File: src/rtl/racer_pkg.sv
// Shared constants and types for the racer I/O front end: VGA timing, sprite geometry,
// colours, PS/2 scan codes and the key-decoder state type.
package racer_pkg;

  // 640x480@60 timing, in pixel clocks and lines
  localparam logic [9:0] HTotal     = 10'd800;
  localparam logic [9:0] HVisible   = 10'd640;
  localparam logic [9:0] HSyncStart = 10'd656;
  localparam logic [9:0] HSyncEnd   = 10'd752;
  localparam logic [9:0] VTotal     = 10'd525;
  localparam logic [9:0] VVisible   = 10'd480;
  localparam logic [9:0] VSyncStart = 10'd490;
  localparam logic [9:0] VSyncEnd   = 10'd492;

  // Sprite geometry is 11 bits wide so position + size cannot wrap
  localparam logic [10:0] CarW    = 11'd40;
  localparam logic [10:0] CarH    = 11'd60;
  localparam logic [10:0] PlayerY = 11'd400;
  localparam logic [10:0] Enemy1X = 11'd160;
  localparam logic [10:0] Enemy2X = 11'd360;
  localparam logic [10:0] RoadX   = 11'd100;
  localparam logic [10:0] RoadW   = 11'd440;

  localparam logic [23:0] ColPlayer = 24'hFF0000;
  localparam logic [23:0] ColEnemy1 = 24'h0000FF;
  localparam logic [23:0] ColEnemy2 = 24'hFFFF00;
  localparam logic [23:0] ColRoad   = 24'h404040;
  localparam logic [23:0] ColGrass  = 24'h00A000;

  localparam logic [7:0] ScanExt   = 8'hE0;
  localparam logic [7:0] ScanBreak = 8'hF0;
  localparam logic [7:0] ScanRight = 8'h74;
  localparam logic [7:0] ScanLeft  = 8'h6B;

  localparam logic [1:0] Led2None  = 2'b00;
  localparam logic [1:0] Led2Left  = 2'b10;
  localparam logic [1:0] Led2Right = 2'b11;

  typedef enum logic [1:0] {
    KeyIdle  = 2'd0,
    KeyExt   = 2'd1,
    KeyBreak = 2'd2
  } key_state_e;

  function automatic logic in_span(input logic [10:0] pos, input logic [10:0] lo,
                                   input logic [10:0] len);
    return (pos >= lo) && (pos < lo + len);
  endfunction

endpackage

File: src/rtl/ps2_rx.sv
// PS/2 frame receiver: synchronises the raw lines, shifts in 11-bit frames on falling
// PS2CLK edges and emits a one-cycle valid pulse per good byte. Parity checked when
// RACER_PS2_PARITY_EN is defined.
module ps2_rx #(
  parameter int unsigned Timeout = 5000
) (
  input  logic       clk_i,
  input  logic       rst_ni,
  input  logic       ps2_clk_i,
  input  logic       ps2_data_i,
  output logic [7:0] data_o,
  output logic       valid_o
);

  localparam int unsigned IdleW = $clog2(Timeout + 1);
  localparam logic [IdleW-1:0] IdleMax = IdleW'(Timeout);

  logic [2:0]       clk_sync_q;
  logic [1:0]       data_sync_q;
  logic [3:0]       bit_cnt_q;
  logic [9:0]       shift_q;
  logic [10:0]      frame_q;
  logic             done_q;
  logic [IdleW-1:0] idle_q;
  logic [7:0]       data_q;
  logic             valid_q;
  logic             ps2_fall;
  logic             frame_ok;

  assign ps2_fall = clk_sync_q[2] & ~clk_sync_q[1];

  // frame_q: [0] start, [8:1] data LSB first, [9] parity, [10] stop
`ifdef RACER_PS2_PARITY_EN
  assign frame_ok = ~frame_q[0] & frame_q[10] & (^frame_q[9:1]);
`else
  logic unused_parity;
  assign unused_parity = frame_q[9];
  assign frame_ok = ~frame_q[0] & frame_q[10];
`endif

  always_ff @(posedge clk_i or negedge rst_ni) begin
    if (!rst_ni) begin
      clk_sync_q  <= 3'b111;
      data_sync_q <= 2'b11;
      bit_cnt_q   <= '0;
      shift_q     <= '0;
      frame_q     <= '0;
      done_q      <= 1'b0;
      idle_q      <= '0;
      data_q      <= '0;
      valid_q     <= 1'b0;
    end else begin
      clk_sync_q  <= {clk_sync_q[1:0], ps2_clk_i};
      data_sync_q <= {data_sync_q[0], ps2_data_i};
      done_q      <= 1'b0;
      valid_q     <= done_q & frame_ok;
      if (done_q && frame_ok) begin
        data_q <= frame_q[8:1];
      end
      if (ps2_fall) begin
        idle_q <= '0;
        if (bit_cnt_q == 4'd10) begin
          frame_q   <= {data_sync_q[1], shift_q};
          done_q    <= 1'b1;
          bit_cnt_q <= '0;
        end else begin
          shift_q   <= {data_sync_q[1], shift_q[9:1]};
          bit_cnt_q <= bit_cnt_q + 4'd1;
        end
      end else if (idle_q != IdleMax) begin
        idle_q <= idle_q + 1'b1;
      end else begin
        // Line idle too long: drop any partial frame
        bit_cnt_q <= '0;
      end
    end
  end

  assign data_o  = data_q;
  assign valid_o = valid_q;

endmodule

File: src/rtl/racer_io_frontend.sv
// Racer I/O front end: PS/2 steering decoder, 640x480 VGA sprite renderer and 1 Hz divider.
// Define RACER_PS2_PARITY_EN to drop PS/2 frames with bad (even) parity.
module racer_io_frontend
  import racer_pkg::*;
#(
  parameter int unsigned CLK_HZ      = 50_000_000,
  parameter int unsigned PS2_TIMEOUT = 5000
) (
  input  logic       FPGACLK,
  input  logic       reset,
  input  logic       PS2CLK,
  input  logic       PS2DATA,
  input  logic [9:0] posicionJugador,
  input  logic [9:0] posicionEnemigo1,
  input  logic [9:0] posicionEnemigo2,
  output logic       hsync,
  output logic       vsync,
  output logic [7:0] red,
  output logic [7:0] green,
  output logic [7:0] blue,
  output logic       blank,
  output logic       clkVGA,
  output logic [7:0] LED,
  output logic [1:0] LED2,
  output logic       KEY_COUNTER,
  output logic       freq_1Hz
);

  // ---------------------------------------------------------------- PS/2 and key decoder
  logic [7:0] rx_byte;
  logic       rx_valid;

  ps2_rx #(
    .Timeout(PS2_TIMEOUT)
  ) u_ps2_rx (
    .clk_i     (FPGACLK),
    .rst_ni    (reset),
    .ps2_clk_i (PS2CLK),
    .ps2_data_i(PS2DATA),
    .data_o    (rx_byte),
    .valid_o   (rx_valid)
  );

  key_state_e key_q, key_d;
  logic [1:0] led2_q, led2_d;
  logic [7:0] led_q;
  logic       key_cnt_q;

  always_comb begin
    key_d  = key_q;
    led2_d = led2_q;
    if (rx_valid) begin
      key_d = KeyIdle;
      if (rx_byte == ScanExt && key_q == KeyIdle) begin
        key_d = KeyExt;
      end else if (rx_byte == ScanBreak && key_q != KeyBreak) begin
        key_d = KeyBreak;
      end else if (key_q == KeyBreak) begin
        // Release only clears the steering if it names the key currently held
        if ((rx_byte == ScanRight && led2_q == Led2Right) ||
            (rx_byte == ScanLeft && led2_q == Led2Left)) begin
          led2_d = Led2None;
        end
      end else if (rx_byte == ScanRight) begin
        led2_d = Led2Right;
      end else if (rx_byte == ScanLeft) begin
        led2_d = Led2Left;
      end
    end
  end

  always_ff @(posedge FPGACLK or negedge reset) begin
    if (!reset) begin
      key_q     <= KeyIdle;
      led2_q    <= Led2None;
      led_q     <= '0;
      key_cnt_q <= 1'b0;
    end else begin
      key_q  <= key_d;
      led2_q <= led2_d;
      if (rx_valid) begin
        led_q     <= rx_byte;
        key_cnt_q <= ~key_cnt_q;
      end
    end
  end

  // ---------------------------------------------------------------- VGA timing and pixels
  logic        clk_vga_q;
  logic [9:0]  h_q, v_q;
  logic        hsync_q, vsync_q, blank_q;
  logic [23:0] rgb_q, rgb_d;
  logic        visible;
  logic        h_wrap, v_wrap;
  logic [10:0] px, py;

  assign h_wrap  = (h_q == HTotal - 10'd1);
  assign v_wrap  = (v_q == VTotal - 10'd1);
  assign visible = (h_q < HVisible) && (v_q < VVisible);
  assign px      = {1'b0, h_q};
  assign py      = {1'b0, v_q};

  always_comb begin
    rgb_d = '0;
    if (visible) begin
      if (in_span(px, {1'b0, posicionJugador}, CarW) && in_span(py, PlayerY, CarH)) begin
        rgb_d = ColPlayer;
      end else if (in_span(px, Enemy1X, CarW) &&
                   in_span(py, {1'b0, posicionEnemigo1}, CarH)) begin
        rgb_d = ColEnemy1;
      end else if (in_span(px, Enemy2X, CarW) &&
                   in_span(py, {1'b0, posicionEnemigo2}, CarH)) begin
        rgb_d = ColEnemy2;
      end else if (in_span(px, RoadX, RoadW)) begin
        rgb_d = ColRoad;
      end else begin
        rgb_d = ColGrass;
      end
    end
  end

  // Pixel tick is the FPGACLK cycle on which clkVGA rises
  always_ff @(posedge FPGACLK or negedge reset) begin
    if (!reset) begin
      clk_vga_q <= 1'b0;
      h_q       <= '0;
      v_q       <= '0;
      hsync_q   <= 1'b1;
      vsync_q   <= 1'b1;
      blank_q   <= 1'b0;
      rgb_q     <= '0;
    end else begin
      clk_vga_q <= ~clk_vga_q;
      if (!clk_vga_q) begin
        h_q <= h_wrap ? 10'd0 : h_q + 10'd1;
        if (h_wrap) begin
          v_q <= v_wrap ? 10'd0 : v_q + 10'd1;
        end
        hsync_q <= ~((h_q >= HSyncStart) && (h_q < HSyncEnd));
        vsync_q <= ~((v_q >= VSyncStart) && (v_q < VSyncEnd));
        blank_q <= visible;
        rgb_q   <= rgb_d;
      end
    end
  end

  // ---------------------------------------------------------------- 1 Hz divider
  localparam int unsigned DivMax = (CLK_HZ / 2 > 0) ? CLK_HZ / 2 - 1 : 0;
  localparam int unsigned DivW   = (DivMax > 0) ? $clog2(DivMax + 1) : 1;
  localparam logic [DivW-1:0] DivLast = DivW'(DivMax);

  logic [DivW-1:0] div_q;
  logic            freq_q;

  always_ff @(posedge FPGACLK or negedge reset) begin
    if (!reset) begin
      div_q  <= '0;
      freq_q <= 1'b0;
    end else if (div_q == DivLast) begin
      div_q  <= '0;
      freq_q <= ~freq_q;
    end else begin
      div_q <= div_q + 1'b1;
    end
  end

  assign hsync       = hsync_q;
  assign vsync       = vsync_q;
  assign blank       = blank_q;
  assign red         = rgb_q[23:16];
  assign green       = rgb_q[15:8];
  assign blue        = rgb_q[7:0];
  assign clkVGA      = clk_vga_q;
  assign LED         = led_q;
  assign LED2        = led2_q;
  assign KEY_COUNTER = key_cnt_q;
  assign freq_1Hz    = freq_q;

endmodule

File: config.mk
export PLATFORM = sky130hd
export DESIGN_NAME = racer_io_frontend
export DESIGN_NICKNAME = d
export VERILOG_FILES = /design/src/rtl/racer_pkg.sv /design/src/rtl/ps2_rx.sv /design/src/rtl/racer_io_frontend.sv
export SDC_FILE = /design/constraint.sdc
export NUM_CORES = 1
export LEC_CHECK = 0
export ABC_AREA = 1
export BUFFER_PORTS_ARGS = -buffer_cell sky130_fd_sc_hd__buf_2
export CORE_ASPECT_RATIO = 0.75
export CORE_MARGIN = 1.5
export CORE_UTILIZATION = 56
export CTS_BUF_LIST = sky130_fd_sc_hd__clkbuf_4 sky130_fd_sc_hd__clkbuf_8
export DETAILED_ROUTE_END_ITERATION = 10
export PLACE_DENSITY = 0.79
export SYNTH_ARGS = -nofsm -noshare
export SYNTH_HDL_FRONTEND = slang
export SYNTH_SLANG_ARGS = --single-unit
export TNS_END_PERCENT = 100
File: constraint.sdc
create_clock -name FPGACLK -period 1.8 [get_ports FPGACLK]
set_clock_uncertainty 0.2 [all_clocks]
set_input_delay 0.09 -clock FPGACLK [delete_from_list [all_inputs] [get_ports FPGACLK]]
set_output_delay 0.09 -clock FPGACLK [all_outputs]
set_load 0.1 [all_outputs]
# After elaboration in Yosys (flattened, before gate mapping)
# Cells that the tools add are included.
totals:
  reg_bits: 140
  input_bits: 34
  output_inout_bits: 40
  wordCells: 125
classes:
  addsub: 8
  magnitude_cmp: 20
  n_eq_ne: 15
  n_mux: 21
  n_bitwise: 13
  reduce_logical: 26
op_table:
  columns: ["operator", "count"]
  rows:
  - ["24-bit two-way mux", 4]
  - ["10-bit by 9-bit less-than comparator with 1-bit output (second input constant)", 4]
  - ["10-bit by 6-bit adder with 11-bit output (second input constant)", 3]
  - ["10-bit by 11-bit less-than comparator with 1-bit output", 3]
  - ["10-bit >= comparator", 3]
  - ["10-bit by 9-bit >= comparator with 1-bit output (second input constant)", 3]
  - ["10-bit less-than comparator (second input constant)", 3]
  - ["13-bit two-way mux", 2]
  - ["25-bit by 1-bit adder with 25-bit output (second input constant)", 1]
  - ["25-bit == test (second input constant)", 1]
  - ["25-bit two-way mux", 1]
  - ["23-bit two-way mux", 1]
  - ["10-bit by 1-bit adder with 10-bit output (second input constant)", 2]
  - ["10-bit == test (second input constant)", 2]
  - ["10-bit two-way mux", 2]
  - ["1-bit logical AND", 18]
  - ["8-bit by 7-bit == test with 1-bit output (second input constant)", 2]
  - ["8-bit == test (second input constant)", 2]
  - ["13-bit by 1-bit adder with 13-bit output (second input constant)", 1]
  - ["13-bit inequality test (second input constant)", 1]
  - ["2-bit two-way mux", 6]
  - ["4-bit two-way mux", 3]
  - ["10-bit >= comparator (second input constant)", 1]
  - ["10-bit by 7-bit >= comparator with 1-bit output (second input constant)", 1]
  - ["16 further kinds", 33]

# Logic depth before layout (Yosys ltp)
depth:
  ltp_word: 8
  depth_mapped: 17
  ltp_nobuf: 17

# Modules after synthesis
# Synthesis repeated with hierarchy kept, for this count alone.
hier_totals:
  hier_cells: 1035
  area_unflattened_um2: 7876.3
modules_own_cells:
  columns: ["module", "n_inst", "cells_per_inst", "area_per_inst_um2", "seq_area_each_um2"]
  rows:
  - ["racer_io_frontend", 1, 769, 5589.1, 1754.2]
  - ["ps2_rx", 1, 266, 2287.2, 1307.5]

# Least setup slack after synthesis
# OpenSTA, ideal clock, no wires.
synth_path:
  path_type: "reg-to-reg"
  from: "register clk_vga_q (netlist: clkVGA)"
  to: "register rgb_q[7]"
  setup_ps: 129
  arrival_ps: 1843
  t_required_ps: 1471
  path_slack_ps: -372
  stages_incl_launch_ff: 7
  n_path_buf: 1
  period_less_slack_ps: 2172
  cell_sequence: "dfrtp_1 > buf_2 > clkinv_1 > nand2_1 > inv_1 > nand2_1 > o21ai_0"
synth_rtl:
  columns: ["item", "line_no", "rtl"]
  rows:
  - ["from (decl)", "racer_io_frontend.sv:89", "logic clk_vga_q;"]
  - ["from (signal assigned)", "racer_io_frontend.sv:133", "clk_vga_q <= ~clk_vga_q;"]
  - ["to (signal assigned)", "racer_io_frontend.sv:142", "rgb_q <= rgb_d;"]
  - ["to (decl)", "racer_io_frontend.sv:92", "logic [23:0] rgb_q, rgb_d;"]

# Worst setup path in the final report
layout_path:
  from: "register v_q[5]"
  to: "register rgb_q[21]"
layout_between:
  elab_chain_cells: 7
  word_cells_on_any_way: 18
  classes_between: "order compare (7); mux (4); reduce/logical (7)"
layout_rtl:
  columns: ["item", "line_no", "rtl"]
  rows:
  - ["from (decl)", "racer_io_frontend.sv:90", "logic [9:0] h_q, v_q;"]
  - ["from (signal assigned)", "racer_io_frontend.sv:137", "v_q <= v_wrap ? 10'd0 : v_q + 10'd1;"]
  - ["10-bit by 11-bit less-than comparator with 1-bit output / 10-bit >= comparator (equally long branches)", "racer_pkg.sv:47", "return (pos >= lo) && (pos < lo + len);"]
  - ["1-bit logical AND", "racer_pkg.sv:47", null]
  - ["1-bit logical AND", "racer_io_frontend.sv:111", "end else if (in_span(px, Enemy2X, CarW) &&"]
  - ["24-bit two-way mux", "racer_io_frontend.sv:111", null]
  - ["24-bit two-way mux", "racer_io_frontend.sv:108", "end else if (in_span(px, Enemy1X, CarW) &&"]
  - ["24-bit two-way mux", "racer_io_frontend.sv:106", "if (in_span(px, {1'b0, posicionJugador}, CarW) && in_span(py, PlayerY, CarH)) begin"]
  - ["24-bit two-way mux (*)", "racer_io_frontend.sv:105", "if (visible) begin"]
# Mark *: on every way between the ends. The rest lies on a longest branch, timed or not.
# A chain may end at the register's enable or synchronous reset.

==> qor.json <==
{
  "job": {
    "max_cap_viols": 0
  },
  "worst_setup_path": {
    "worstSetupStartpoint": "v_q[5]",
    "critical_path_data_arrival_time_ns": 2.21,
    "crit-reg2reg-launch": "v_q[5]",
    "cp-start-kind": "flip-flop",
    "critical-path-top-cell-by-count": "sky130_fd_sc_hd__nand2_1",
    "timing.critical_path.buf_inv": 2,
    "crit_family": "simple AND/OR/NAND/NOR gates",
    "critical_path_peak_fanout": 6,
    "cp_slowest_stage_delay_ns": 0.52,
    "critical-path-slowest-cell": "sky130_fd_sc_hd__dfrtp_2",
    "critical_path_required_ns": 1.98,
    "path_cells": "ha_4 > nand2_2 > inv_1 > nand2_1 > nand2_1 > nand2_1 > nand3_2 > nand3_2 > nor2_4 > buf_4 > o21ai_2 > nand2_1",
    "crit_path_end_kind": "flip-flop",
    "critical_setup_path_class": "reg -> reg"
  },
  "route": {
    "totalWireLength_mm": 20.84,
    "drtPass1Iterations": 7,
    "detail_route.vias_per_cell": 5.489,
    "post_detailed_route_wirelength_per_cell_um": 15.27,
    "drc": 0,
    "vias": 7492,
    "drt_iter0_drc": 590,
    "antenna_violating_nets_post_route": 0
  },
  "placed_design": {
    "place_hpwl_mm": 13.27,
    "instance_area_at_placement_um2": 8925,
    "place_inst": 1303,
    "dpl_worst_slack_ns": -0.3411,
    "place.gp.congestion": 0.9163,
    "io_buffers": 73
  },
  "global_routing": {
    "globalRouteTotalUtil_pct": 26.55,
    "grt_pass1_wl_mm": 31.33,
    "largest_net_degree_at_the_start_of_global_routing": 36,
    "globalRoute.totalOverflow": 0,
    "first_global_vias": 6794,
    "grt_antenna_before_repair": 0
  },
  "synthesis": {
    "synth-edff-count": 0,
    "synth_cell_type_count": 45,
    "synthesis.yosys.warnings": 0,
    "seq_area_frac_synth_pct": 39.94,
    "postSynth.topFlopCell": "sky130_fd_sc_hd__dfrtp_1",
    "syn-num-nets": 1081,
    "post_synth_inst_count": 982,
    "ys_seq_elements": 122,
    "syn-mean-instance-area_um2": 7.805,
    "proportion_of_register_bits_with_asynchronous_set_or_reset_after_synthesis_pct": 100.0,
    "synth.cell_area_um2": 7665
  },
  "timing": {
    "maxSlewViolCount": 0,
    "relSlewSlack_pct": 62.73,
    "fmax_mhz": 491.7,
    "period_share_pct": 113.0,
    "timing.final.ws_setup_ns": -0.2338,
    "worst_pin_slew_ns": 0.5591,
    "finalSetupViolations": 28,
    "timing.hold.ws_ns": 0.09991,
    "finalWorstPathRequiredPeriod_ns": 2.034,
    "timing.setup.tns_ns": -2.567,
    "grt_setup_unrepaired": "true",
    "final-hold-violation-count": 0
  },
  "min_path": {
    "hold_path_startpoint": "PS2DATA",
    "worst_hold_path_type": "in -> reg"
  },
  "clock_network": {
    "tritoncts": "yes",
    "clock_pin_slew_reported_for_the_worst_setup_and_hold_paths_after_clock_tree_synthesis_ns": 0.07,
    "htreeDepth": 4,
    "cts.sinks": 122,
    "cts-root-to-sink-buffers": 2,
    "ctsRootBufferMaster": "sky130_fd_sc_hd__clkbuf_8",
    "clkLatencyLatePin_ns": 0.44,
    "tritoncts.num_buffers": 17
  },
  "power_and_ir_drop": {
    "fin_total_pwr_mw": 6.643,
    "maximum_ir_drop_on_the_vdd_rail_mv": 0.6432,
    "total_leakage_power_nw": 5.282,
    "cellPowerDensity_nw_per_um2": 643.2
  },
  "floorplanning": {
    "floorplan.core_area_um2": 13150,
    "die_width_um": 138.1,
    "core.rowCount": 36,
    "start_util_pct": 58.28,
    "die_area_um2": 14410,
    "design.portCount": 74,
    "floorplan.die.height_um": 104.3
  },
  "layout": {
    "syn2layout_area_growth_pct": 34.74,
    "finalInstanceArea_um2": 10330,
    "layoutNonFillerInstCount": 1365,
    "postLayoutCoreUtil_pct": 78.52,
    "ratio_of_cells_with_drive_above_1_in_the_final_layout_pct": 34.84,
    "antenna-diode-count": 0,
    "finish.net_count": 1281
  },
  "outcome": {
    "run_status": "finished with violations",
    "violations": "setup timing"
  }
}
## synthesized netlist by cell type, types with 2 or more instances
cell,n,share of area [%]
sky130_fd_sc_hd__nand2_1,223,11
sky130_fd_sc_hd__inv_1,156,7.6
sky130_fd_sc_hd__dfrtp_1,115,38
sky130_fd_sc_hd__nor2_1,94,4.6
sky130_fd_sc_hd__ha_1,65,11
sky130_fd_sc_hd__nand3_1,52,3.4
sky130_fd_sc_hd__o21ai_0,49,3.2
sky130_fd_sc_hd__a21oi_1,41,2.7
sky130_fd_sc_hd__xor2_1,30,3.4
sky130_fd_sc_hd__nand4_1,24,2.0
sky130_fd_sc_hd__buf_4,17,1.7
sky130_fd_sc_hd__nor3_1,17,1.1
sky130_fd_sc_hd__nor4_1,10,0.82
sky130_fd_sc_hd__xnor2_1,8,0.91
sky130_fd_sc_hd__dfstp_2,7,2.4
sky130_fd_sc_hd__clkbuf_1,6,0.29
sky130_fd_sc_hd__inv_2,6,0.29
sky130_fd_sc_hd__nor2_4,6,0.88
sky130_fd_sc_hd__o21a_1,6,0.59
sky130_fd_sc_hd__nand3_2,5,0.65
sky130_fd_sc_hd__o22ai_1,5,0.41
sky130_fd_sc_hd__buf_2,3,0.20
sky130_fd_sc_hd__mux2_2,3,0.44
sky130_fd_sc_hd__nand3b_1,3,0.29
sky130_fd_sc_hd__nor2_2,3,0.24
sky130_fd_sc_hd__nor3_2,3,0.39
sky130_fd_sc_hd__a211oi_1,2,0.20
sky130_fd_sc_hd__a21boi_0,2,0.20
sky130_fd_sc_hd__a21o_1,2,0.20
sky130_fd_sc_hd__a31oi_1,2,0.16
sky130_fd_sc_hd__nand2_2,2,0.16
sky130_fd_sc_hd__o31ai_1,2,0.20
## report_power, final
| part | leakage [nW] | internal, mW | switching [mW] |
|---|---|---|---|
| registers | 1.58 | 2.95 | 0.140 |
| clock network | 0.205 | 1.53 | 1.11 |
| logic | 3.49 | 0.359 | 0.553 |
## state kept, by name, summed over array words and instances, names as in the netlist, 7 cells and up
name / count
h_q: 10
u_ps2_rx.shift_q: 10
div_q: 25
rgb_q: 7
u_ps2_rx.frame_q: 10
v_q: 10
u_ps2_rx.idle_q: 13
u_ps2_rx.data_o: 8
LED: 8
## area by class of cell
cell class | instances | area, um2
Multi-Input combinational cell | 671 | 4524
Sequential cell | 122 | 3088
Fill cell | 795 | 2825
Timing Repair Buffer | 207 | 1461
Inverter | 163 | 616.8
Clock buffer | 19 | 249.0
Tap cell | 171 | 214.0
Clock inverter | 12 | 173.9
## cells in the final DEF (no fill, tap or decap), types with 31 or more instances in the layout
cell	instances
sky130_fd_sc_hd__inv_1	139
sky130_fd_sc_hd__o21ai_0	37
sky130_fd_sc_hd__buf_2	72
sky130_fd_sc_hd__nor2_1	71
sky130_fd_sc_hd__ha_1	44
sky130_fd_sc_hd__nand2_1	198
sky130_fd_sc_hd__a21oi_1	31
sky130_fd_sc_hd__nand3_1	41
sky130_fd_sc_hd__buf_4	115
sky130_fd_sc_hd__dfrtp_1	96
## timing repair
action,4_1_cts,5_1_grt
buffers inserted,17,12
gates resized for setup,45,140
setup endpoints to repair,21,56
endpoints found under the hold margin,118,0
hold buffers,4,0
pin swaps,41,66
## worst paths after layout
path                                            to  slack (ns)  cells past startpoint
setup / recovery                         rgb_q[21]       -0.23                     12
hold / removal             u_ps2_rx.data_sync_q[0]         0.1                      2
setup reg to reg                         rgb_q[21]       -0.23                     12
hold reg to reg             u_ps2_rx.clk_sync_q[1]        0.16                      0
max in group asynchronous   u_ps2_rx.clk_sync_q[0]        0.27                      4
min in group asynchronous                div_q[10]        0.50                      3
## cell families after synthesis
logic type	count (synthesis)	synth area share, %
compound gates	119	8.668
xor+xnor	38	4.342
fa+ha+maj	65	10.61
buf+inv	189	10.14
flops	122	39.94
mux	3	0.4407
simple gates	446	25.86
## worst reg2reg max path, cell delays in order (launching register included)
cell                      delay [ns]
sky130_fd_sc_hd__dfrtp_2        0.52
sky130_fd_sc_hd__ha_4           0.33
sky130_fd_sc_hd__nand2_2        0.06
sky130_fd_sc_hd__inv_1          0.09
sky130_fd_sc_hd__nand2_1        0.08
sky130_fd_sc_hd__nand2_1        0.07
sky130_fd_sc_hd__nand2_1        0.07
sky130_fd_sc_hd__nand3_2        0.09
sky130_fd_sc_hd__nand3_2        0.08
sky130_fd_sc_hd__nor2_4         0.15
sky130_fd_sc_hd__buf_4          0.13
sky130_fd_sc_hd__o21ai_2        0.04
sky130_fd_sc_hd__nand2_1        0.07
## layer usage
layer	track usage, %	part of all wire, %
met1	37.49	44
met3	5.663	7.8
met5	0	0
met2	42.11	46
met4	5.940	1.9
(Power assumes the default switching activity.)
